[src/rtl/alu_seq_pkg.sv]
// Shared definitions for the ALU sequencer: opcodes, FSM state encoding and default sizes.
package alu_seq_pkg;

    localparam int DEF_WIDTH = 8;
    localparam int DEF_NREGS = 4;

    localparam logic [2:0] OP_NOP  = 3'b000;
    localparam logic [2:0] OP_ADD  = 3'b001;
    localparam logic [2:0] OP_MUL2 = 3'b010;
    localparam logic [2:0] OP_DIV2 = 3'b011;
    localparam logic [2:0] OP_AND  = 3'b100;
    localparam logic [2:0] OP_OR   = 3'b101;
    localparam logic [2:0] OP_CMP  = 3'b110;
    localparam logic [2:0] OP_LOAD = 3'b111;

    typedef enum logic [1:0] {
        ST_IDLE,
        ST_READ,
        ST_EXEC,
        ST_WRITE
    } state_e;

    // NOP and CMP retire without touching the register file.
    function automatic logic op_writes_rf(input logic [2:0] op);
        return !((op == OP_NOP) || (op == OP_CMP));
    endfunction

endpackage

[src/rtl/alu_seq_regfile.sv]
// Register file for the ALU sequencer: two asynchronous read ports, one synchronous
// write port, synchronous reset clearing every entry to zero.
module alu_seq_regfile #(
    parameter int NREGS = 4,
    parameter int WIDTH = 8,
    localparam int AW = $clog2(NREGS)
) (
    input  logic             clk_i,
    input  logic             reset_i,
    input  logic [AW-1:0]    raddr1_i,
    output logic [WIDTH-1:0] rdata1_o,
    input  logic [AW-1:0]    raddr2_i,
    output logic [WIDTH-1:0] rdata2_o,
    input  logic             we_i,
    input  logic [AW-1:0]    waddr_i,
    input  logic [WIDTH-1:0] wdata_i
);

    logic [WIDTH-1:0] rf_q [NREGS];

    assign rdata1_o = rf_q[raddr1_i];
    assign rdata2_o = rf_q[raddr2_i];

    always_ff @(posedge clk_i) begin
        if (reset_i) begin
            for (int i = 0; i < NREGS; i++) begin
                rf_q[i] <= '0;
            end
        end else if (we_i) begin
            rf_q[waddr_i] <= wdata_i;
        end
    end

endmodule

[src/rtl/alu_sequencer.sv]
// Multi-cycle controller sequencing the external ALU: IDLE -> READ -> EXEC -> WRITE.
// Optional macro ALU_SAT_EN saturates overflowing ADD/MUL2 results to all ones.
module alu_sequencer
    import alu_seq_pkg::*;
#(
    parameter int NREGS = DEF_NREGS,
    parameter int WIDTH = DEF_WIDTH,
    localparam int AW = $clog2(NREGS)
) (
    input  logic             clk_i,
    input  logic             reset_i,
    input  logic             cmd_valid_i,
    output logic             cmd_ready_o,
    input  logic [2:0]       cmd_op_i,
    input  logic [AW-1:0]    cmd_rd_i,
    input  logic [AW-1:0]    cmd_rs1_i,
    input  logic [AW-1:0]    cmd_rs2_i,
    input  logic [WIDTH-1:0] cmd_imm_i,
    output logic [WIDTH-1:0] alu_r1_o,
    output logic [WIDTH-1:0] alu_r2_o,
    input  logic [WIDTH-1:0] alu_add_i,
    input  logic [WIDTH-1:0] alu_mul2_i,
    input  logic [WIDTH-1:0] alu_div2_i,
    input  logic [WIDTH-1:0] alu_and_i,
    input  logic [WIDTH-1:0] alu_or_i,
    input  logic [WIDTH-1:0] alu_cmp_i,
    input  logic             alu_add_ovf_i,
    input  logic             alu_mul2_ovf_i,
    output logic [WIDTH-1:0] result_o,
    output logic             ovf_flag_o,
    output logic [WIDTH-1:0] cmp_result_o,
    output logic             done_o
);

`ifdef ALU_SAT_EN
    localparam bit SatEn = 1'b1;
`else
    localparam bit SatEn = 1'b0;
`endif

    state_e           state_q;
    logic             cmd_ready_q;
    logic             done_q;
    logic [2:0]       op_q;
    logic [AW-1:0]    rd_q;
    logic [AW-1:0]    rs1_q;
    logic [AW-1:0]    rs2_q;
    logic [WIDTH-1:0] imm_q;
    logic [WIDTH-1:0] r1_q;
    logic [WIDTH-1:0] r2_q;
    logic [WIDTH-1:0] result_q;
    logic [WIDTH-1:0] result_d;
    logic             ovf_q;
    logic             ovf_d;
    logic [WIDTH-1:0] cmp_q;
    logic [WIDTH-1:0] cmp_d;
    logic [WIDTH-1:0] rdata1;
    logic [WIDTH-1:0] rdata2;
    logic             rf_we;

    // Writeback happens in WRITE from the result captured in EXEC, so operands
    // read in READ always see the pre-write value even when rd aliases rs1/rs2.
    assign rf_we = (state_q == ST_WRITE) && op_writes_rf(op_q);

    alu_seq_regfile #(
        .NREGS(NREGS),
        .WIDTH(WIDTH)
    ) u_rf (
        .clk_i    (clk_i),
        .reset_i  (reset_i),
        .raddr1_i (rs1_q),
        .rdata1_o (rdata1),
        .raddr2_i (rs2_q),
        .rdata2_o (rdata2),
        .we_i     (rf_we),
        .waddr_i  (rd_q),
        .wdata_i  (result_q)
    );

    always_comb begin
        result_d = result_q;
        ovf_d    = ovf_q;
        cmp_d    = cmp_q;
        case (op_q)
            OP_ADD: begin
                result_d = alu_add_i;
                ovf_d    = alu_add_ovf_i;
            end
            OP_MUL2: begin
                result_d = alu_mul2_i;
                ovf_d    = alu_mul2_ovf_i;
            end
            OP_DIV2: result_d = alu_div2_i;
            OP_AND:  result_d = alu_and_i;
            OP_OR:   result_d = alu_or_i;
            OP_CMP: begin
                result_d = alu_cmp_i;
                cmp_d    = alu_cmp_i;
            end
            OP_LOAD: result_d = imm_q;
            default: result_d = result_q;
        endcase
        if (SatEn && ((op_q == OP_ADD) || (op_q == OP_MUL2)) && ovf_d) begin
            result_d = '1;
        end
    end

    always_ff @(posedge clk_i) begin
        if (reset_i) begin
            state_q     <= ST_IDLE;
            cmd_ready_q <= 1'b1;
            done_q      <= 1'b0;
            op_q        <= OP_NOP;
            rd_q        <= '0;
            rs1_q       <= '0;
            rs2_q       <= '0;
            imm_q       <= '0;
            r1_q        <= '0;
            r2_q        <= '0;
            result_q    <= '0;
            ovf_q       <= 1'b0;
            cmp_q       <= '0;
        end else begin
            done_q <= 1'b0;
            case (state_q)
                ST_IDLE: begin
                    if (cmd_valid_i && cmd_ready_q) begin
                        op_q        <= cmd_op_i;
                        rd_q        <= cmd_rd_i;
                        rs1_q       <= cmd_rs1_i;
                        rs2_q       <= cmd_rs2_i;
                        imm_q       <= cmd_imm_i;
                        cmd_ready_q <= 1'b0;
                        state_q     <= ST_READ;
                    end
                end
                ST_READ: begin
                    r1_q    <= rdata1;
                    r2_q    <= rdata2;
                    state_q <= ST_EXEC;
                end
                ST_EXEC: begin
                    result_q <= result_d;
                    ovf_q    <= ovf_d;
                    cmp_q    <= cmp_d;
                    done_q   <= 1'b1;
                    state_q  <= ST_WRITE;
                end
                ST_WRITE: begin
                    cmd_ready_q <= 1'b1;
                    state_q     <= ST_IDLE;
                end
                default: begin
                    cmd_ready_q <= 1'b1;
                    state_q     <= ST_IDLE;
                end
            endcase
        end
    end

    assign cmd_ready_o  = cmd_ready_q;
    assign done_o       = done_q;
    assign alu_r1_o     = r1_q;
    assign alu_r2_o     = r2_q;
    assign result_o     = result_q;
    assign ovf_flag_o   = ovf_q;
    assign cmp_result_o = cmp_q;

endmodule

[config.mk]
export PLATFORM = sky130hd
export DESIGN_NAME = alu_sequencer
export DESIGN_NICKNAME = d
export VERILOG_FILES = /design/src/rtl/alu_seq_pkg.sv /design/src/rtl/alu_seq_regfile.sv /design/src/rtl/alu_sequencer.sv
export SDC_FILE = /design/constraint.sdc
export NUM_CORES = 1
export LEC_CHECK = 0
export CAP_MARGIN = 25
export CORE_AREA = 2 2 96 98
export CTS_CLUSTER_DIAMETER = 150
export CTS_CLUSTER_SIZE = 10
export DETAILED_ROUTE_END_ITERATION = 10
export DIE_AREA = 0 0 98 100
export PLACE_DENSITY_LB_ADDON = 0.15
export SLEW_MARGIN = 30
export SYNTH_ARGS = -nofsm -noshare
export SYNTH_HDL_FRONTEND = slang
export SYNTH_HIERARCHICAL = 1
export SYNTH_SLANG_ARGS = --single-unit
[constraint.sdc]
create_clock -name clk_i -period 2.35 [get_ports clk_i]
set_clock_uncertainty 0.1 [all_clocks]
set_input_delay 0.3525 -clock clk_i [delete_from_list [all_inputs] [get_ports clk_i]]
set_output_delay 0.3525 -clock clk_i [all_outputs]
set_load 0.01 [all_outputs]
Word level (Yosys, flattened, before mapping) --
Memory sizes are Yosys's and may differ from the RTL's. A register that Yosys moved wholly into a read port is not among the register bits. Index checks and enable logic that the tools add are counted. Widths: inputs -> output; s select.
Operators by class: $add $sub $neg 0, $mul 0, div/mod/pow operators 0, order comparisons 0, equality and inequality tests 11, shifts and indexed selects 0, mux-type cells 15, bitwise logic cells 0, reduce and logical (&&, ||, !) cells 15
Operators by type and width (number):
- $pmux 8 s7 | 1
- $eq 3x3->1 const B | 4
- $reduce_and 2->1 | 5
- $mux 1 | 8
- $mux 8 | 1
- $pmux 2 s4 | 1
- $reduce_or 8->1 | 1
- $reduce_bool 7->1 | 1
- $eq 3x2->1 const B | 2
- $eq 2x2->1 const B | 2
- $mux 2 | 2
- $pmux 1 s2 | 2
- $reduce_bool 2->1 | 2
- $eq 3x1->1 const B | 1
- $logic_not 3->1 | 1
- $eq 2x1->1 const B | 1
- $logic_and 1x1->1 | 2
- $logic_not 2->1 | 1
- $ne 2x2->1 const B | 1
- $logic_not 1->1 | 1
- $logic_or 1x1->1 | 1
Word-level totals: flip-flop bits (word level) 38, latch bits 0, RAM bits 32, ROM bits 0, output and inout bits 35, memories kept 1
Memory list:
- u_rf.rf_q | depth 4, width 8, rd ports 2, clocked after Yosys merged registers in 2, wr ports 4, RTL line alu_seq_regfile.sv:19 | logic [WIDTH-1:0] rf_q [NREGS];

Longest topological paths before layout --
depth in word-level cells 9, gate-level depth with buffers 7

Modules after synthesis --
The synthesis kept the hierarchy.
By module, submodules not included:
- alu_sequencer | times used 1, cells each 302, area each 2572.5 µm², seq. area each 1081.0 µm²
- alu_seq_regfile | times used 1, cells each 94, area each 1671.6 µm², seq. area each 960.9 µm²

Worst setup path before layout --
No wires, ideal clock.
path type reg2reg, from reg op_q[0], to mem u_rf.rf_q[2][0] (enable), setup time 0.375 ns, data arrival time 1.511 ns, required time 1.875 ns, path slack 0.364 ns, stages on the path, launching flop included 6, clock period less this slack 1.986 ns, path through dfxtp_1 > buf_4 > buf_2 > o31a_1 > nand2b_1 > o21bai_1
RTL lines:
- from (decl) | RTL line alu_sequencer.sv:44 | logic [2:0] op_q;
- from (signal assigned) | RTL line alu_sequencer.sv:128 | op_q <= cmd_op_i;
- to (decl) | RTL line alu_seq_regfile.sv:19

==> reports/results.ini <==
[setup_path]
cp_max_fo = 25
reg2regPathDepth = 5
endpoint_kind = register
cp_slowest_cell = nor4b_4
crit_chain = buf_4 -> nor2b_1 -> o31a_1 -> nor4b_4 -> and2_2
arrival_ns = 2.05
critical_path_class = register to register
rr_startpoint = op_q[1]
slowest_delay_ns = 0.46
startpoint = op_q[1]
crit_required_ns = 2.47
startpoint_type = register

[final_layout]
diodes = 0
final_nets = 568
area_delta_synth_final_pct = 29.86
stdcell_area_mm2 = 0.005512
nFillCells = 760
layout-drive-gt1-share_pct = 12.65
post-route-util_pct = 62.00
layout_common_cells = clkdlybuf4s50_1, nand2_1, dfxtp_1
final_common_cell = clkdlybuf4s50_1

[die]
core-area_mm2 = 0.008890
initial_core_util_pct = 47.74
die_x_um = 98
dieArea_mm2 = 0.009800
die_h_um = 100
fp-row-count = 35
pin_count = 105

[sta]
fmaxAchievable_ghz = 0.5184
worst_slew_pin_slew_ns = 0.6589
setup_tns_ns = 0
setup_viol = 0
slew_headroom_pct = 55.95
rsz0062_at_grt = false
fin_ws_ns = 0.4208
whs_ns = 0.3601
drv_slew = 0
fin_crit_ns = 1.929
hold_violations = 0
fin_crit_sh_pct = 82.09

[synth]
synthArstFlopShare_pct = 0
syn-cell-area_mm2 = 0.004244
synthFlopType = dfxtp_1
yosysWarnings = 6
ys_seq_elements = 86
synth_cells = 396
synth_edf_count = 32
synth_nets = 471
avgSynthCellArea_um2 = 10.72
ys_types = 53
synth_seq_area_share_pct = 48.11

[placement]
numPortBuffers = 104
place_area_mm2 = 0.005323
place_ws_ns = 0.4085
gp_congestion = 0.8190
hpwl_mm = 7.339

[hold_path]
hold_path_class = primary input to register
holdPathStages = 2
min-delay-start = reset_i

[grt]
grt_overflow = 0
grt_max_degree = 28
track_usage_pct = 21.00
grt_pass1_vias = 3285
antenna_found_initial = 0
grt_pass1_wl_mm = 16.39

[run]
cap_violations = 0

[clock_tree]
clk_pin_slew_worst_paths_ns = 0.09
cts_htree_levels = 3
numCtsBuffers = 9
clk_latency_ns = 0.35
postCtsSetupBuffers = 0
post_cts_resized = 0
clock-sinks = 86
ctsRootBufferMaster = clkbuf_8
cts_tree = done
cts_hold_buf = 0
clk_path_buf_depth = 2

[drt]
drt_first_pass_iters = 5
wirelength_mm = 9.805
drc = 0
detail_route.wl_per_cell_um = 16.10
drtIter0Drc = 127
via_count = 3268
viasPerCell = 5.366
final_antenna_net_count = 0

[power]
peakVddDrop_mv = 0.5493
pwr_density_cell_mw_per_mm2 = 773.9
leakagePower_nw = 1.943

[run_status]
outcome = complete, no violations

[sequential cells by signal, summed over array words and instances, names as in the netlist, 3 cells and up]
name,count
u_rf/rf_q,32
result_o,8
cmp_result_o,8
op_q,3
alu_r2_o,8
imm_q,8
alu_r1_o,8
[worst max-delay path, delay by kind of cell, from the launching register on]
kind / cells / cell delay, ns
compound gates: 1 / 0.30
simple gates: 3 / 0.87
flops: 1 / 0.32
buf+inv: 1 / 0.21
[cell families (layout without fill, tap and decap cells)]
logic type	count (synthesis)	after routing	share of synthesized area, %
AO/OA/AOI/OAI	73	73	11.32
XOR/XNOR	1	1	0.3834
adder cells (fa/ha/maj)	5	5	1.474
buffers and inverters	37	139	4.982
flip-flops	86	86	48.11
multiplexers	43	43	14.89
AND/OR/NAND/NOR	151	151	18.84
[layer usage]
metal	routed length, µm	up-vias	track usage (%)
met5	0	-	0
met2	4910	101	36.04
met1	4190	1553	26.70
met4	157	0	7.799
li1	-	1601	-
met3	547	13	3.830
[layout make-up]
class | count | area [µm²] | share of cell area, %
Sequential cell | 86 | 2043 | 37.07
Clock inverter | 7 | 65.06 | 1.180
Timing Repair Buffer | 112 | 1109 | 20.11
Tap cell | 111 | 138.9 | 2.520
Inverter | 11 | 41.29 | 0.7491
Multi-Input combinational cell | 273 | 1991 | 36.12
Clock buffer | 9 | 123.9 | 2.247
[final timing paths]
check / endpoint / slack, ns
worst max-delay path: u_rf/rf_q[0][2] / 0.42
worst min-delay path: rd_q[0] / 0.36
worst max register to register: u_rf/rf_q[0][2] / 0.42
worst min register to register: cmp_result_o[3] / 0.36
[per-stage QoR]
stage	std cells	total power [W]
2_1_floorplan	396	0.002844
3_3_place_gp	593	0.003252
3_5_place_dp	593	0.003291
4_1_cts	609	0.004301
5_1_grt	609	0.004520
6_report	609	0.004266
[synth_stat cells (2+ instances only)]
| cell | count | share of area, % |
|---|---|---|
| a21oi_1 | 41 | 4.8 |
| buf_6 | 5 | 1.3 |
| nand3_1 | 10 | 1.2 |
| nor2b_1 | 4 | 0.59 |
| mux4_2 | 16 | 8.5 |
| and2_1 | 24 | 3.5 |
| a211oi_1 | 3 | 0.53 |
| buf_1 | 3 | 0.27 |
| o21bai_1 | 2 | 0.35 |
| mux2i_1 | 26 | 6.1 |
| nor2_1 | 19 | 1.7 |
| and4bb_4 | 2 | 0.77 |
| ha_1 | 5 | 1.5 |
| a222oi_1 | 4 | 0.94 |
| dfxtp_1 | 54 | 25 |
| o31ai_1 | 7 | 1.2 |
| clkbuf_1 | 4 | 0.35 |
| nand2_1 | 65 | 5.7 |
| inv_2 | 2 | 0.18 |
| buf_4 | 3 | 0.53 |
| inv_1 | 9 | 0.80 |
| edfxtp_1 | 32 | 23 |
| a31o_2 | 2 | 0.41 |
| and2_2 | 8 | 1.4 |
| nand2b_1 | 7 | 1.0 |
| buf_2 | 8 | 0.94 |
| o311ai_1 | 3 | 0.62 |
| clkbuf_2 | 2 | 0.24 |
| and3_1 | 2 | 0.29 |
[where the power goes]
part | internal, W | switching, W | leakage [nW] | total [W]
combinational | 0.000685 | 0.000650 | 1.07 | 0.00134
clock | 0.000485 | 0.000535 | 0.0980 | 0.00102
sequential | 0.00172 | 0.000195 | 0.770 | 0.00191
Power figures use the tool's default switching activity.
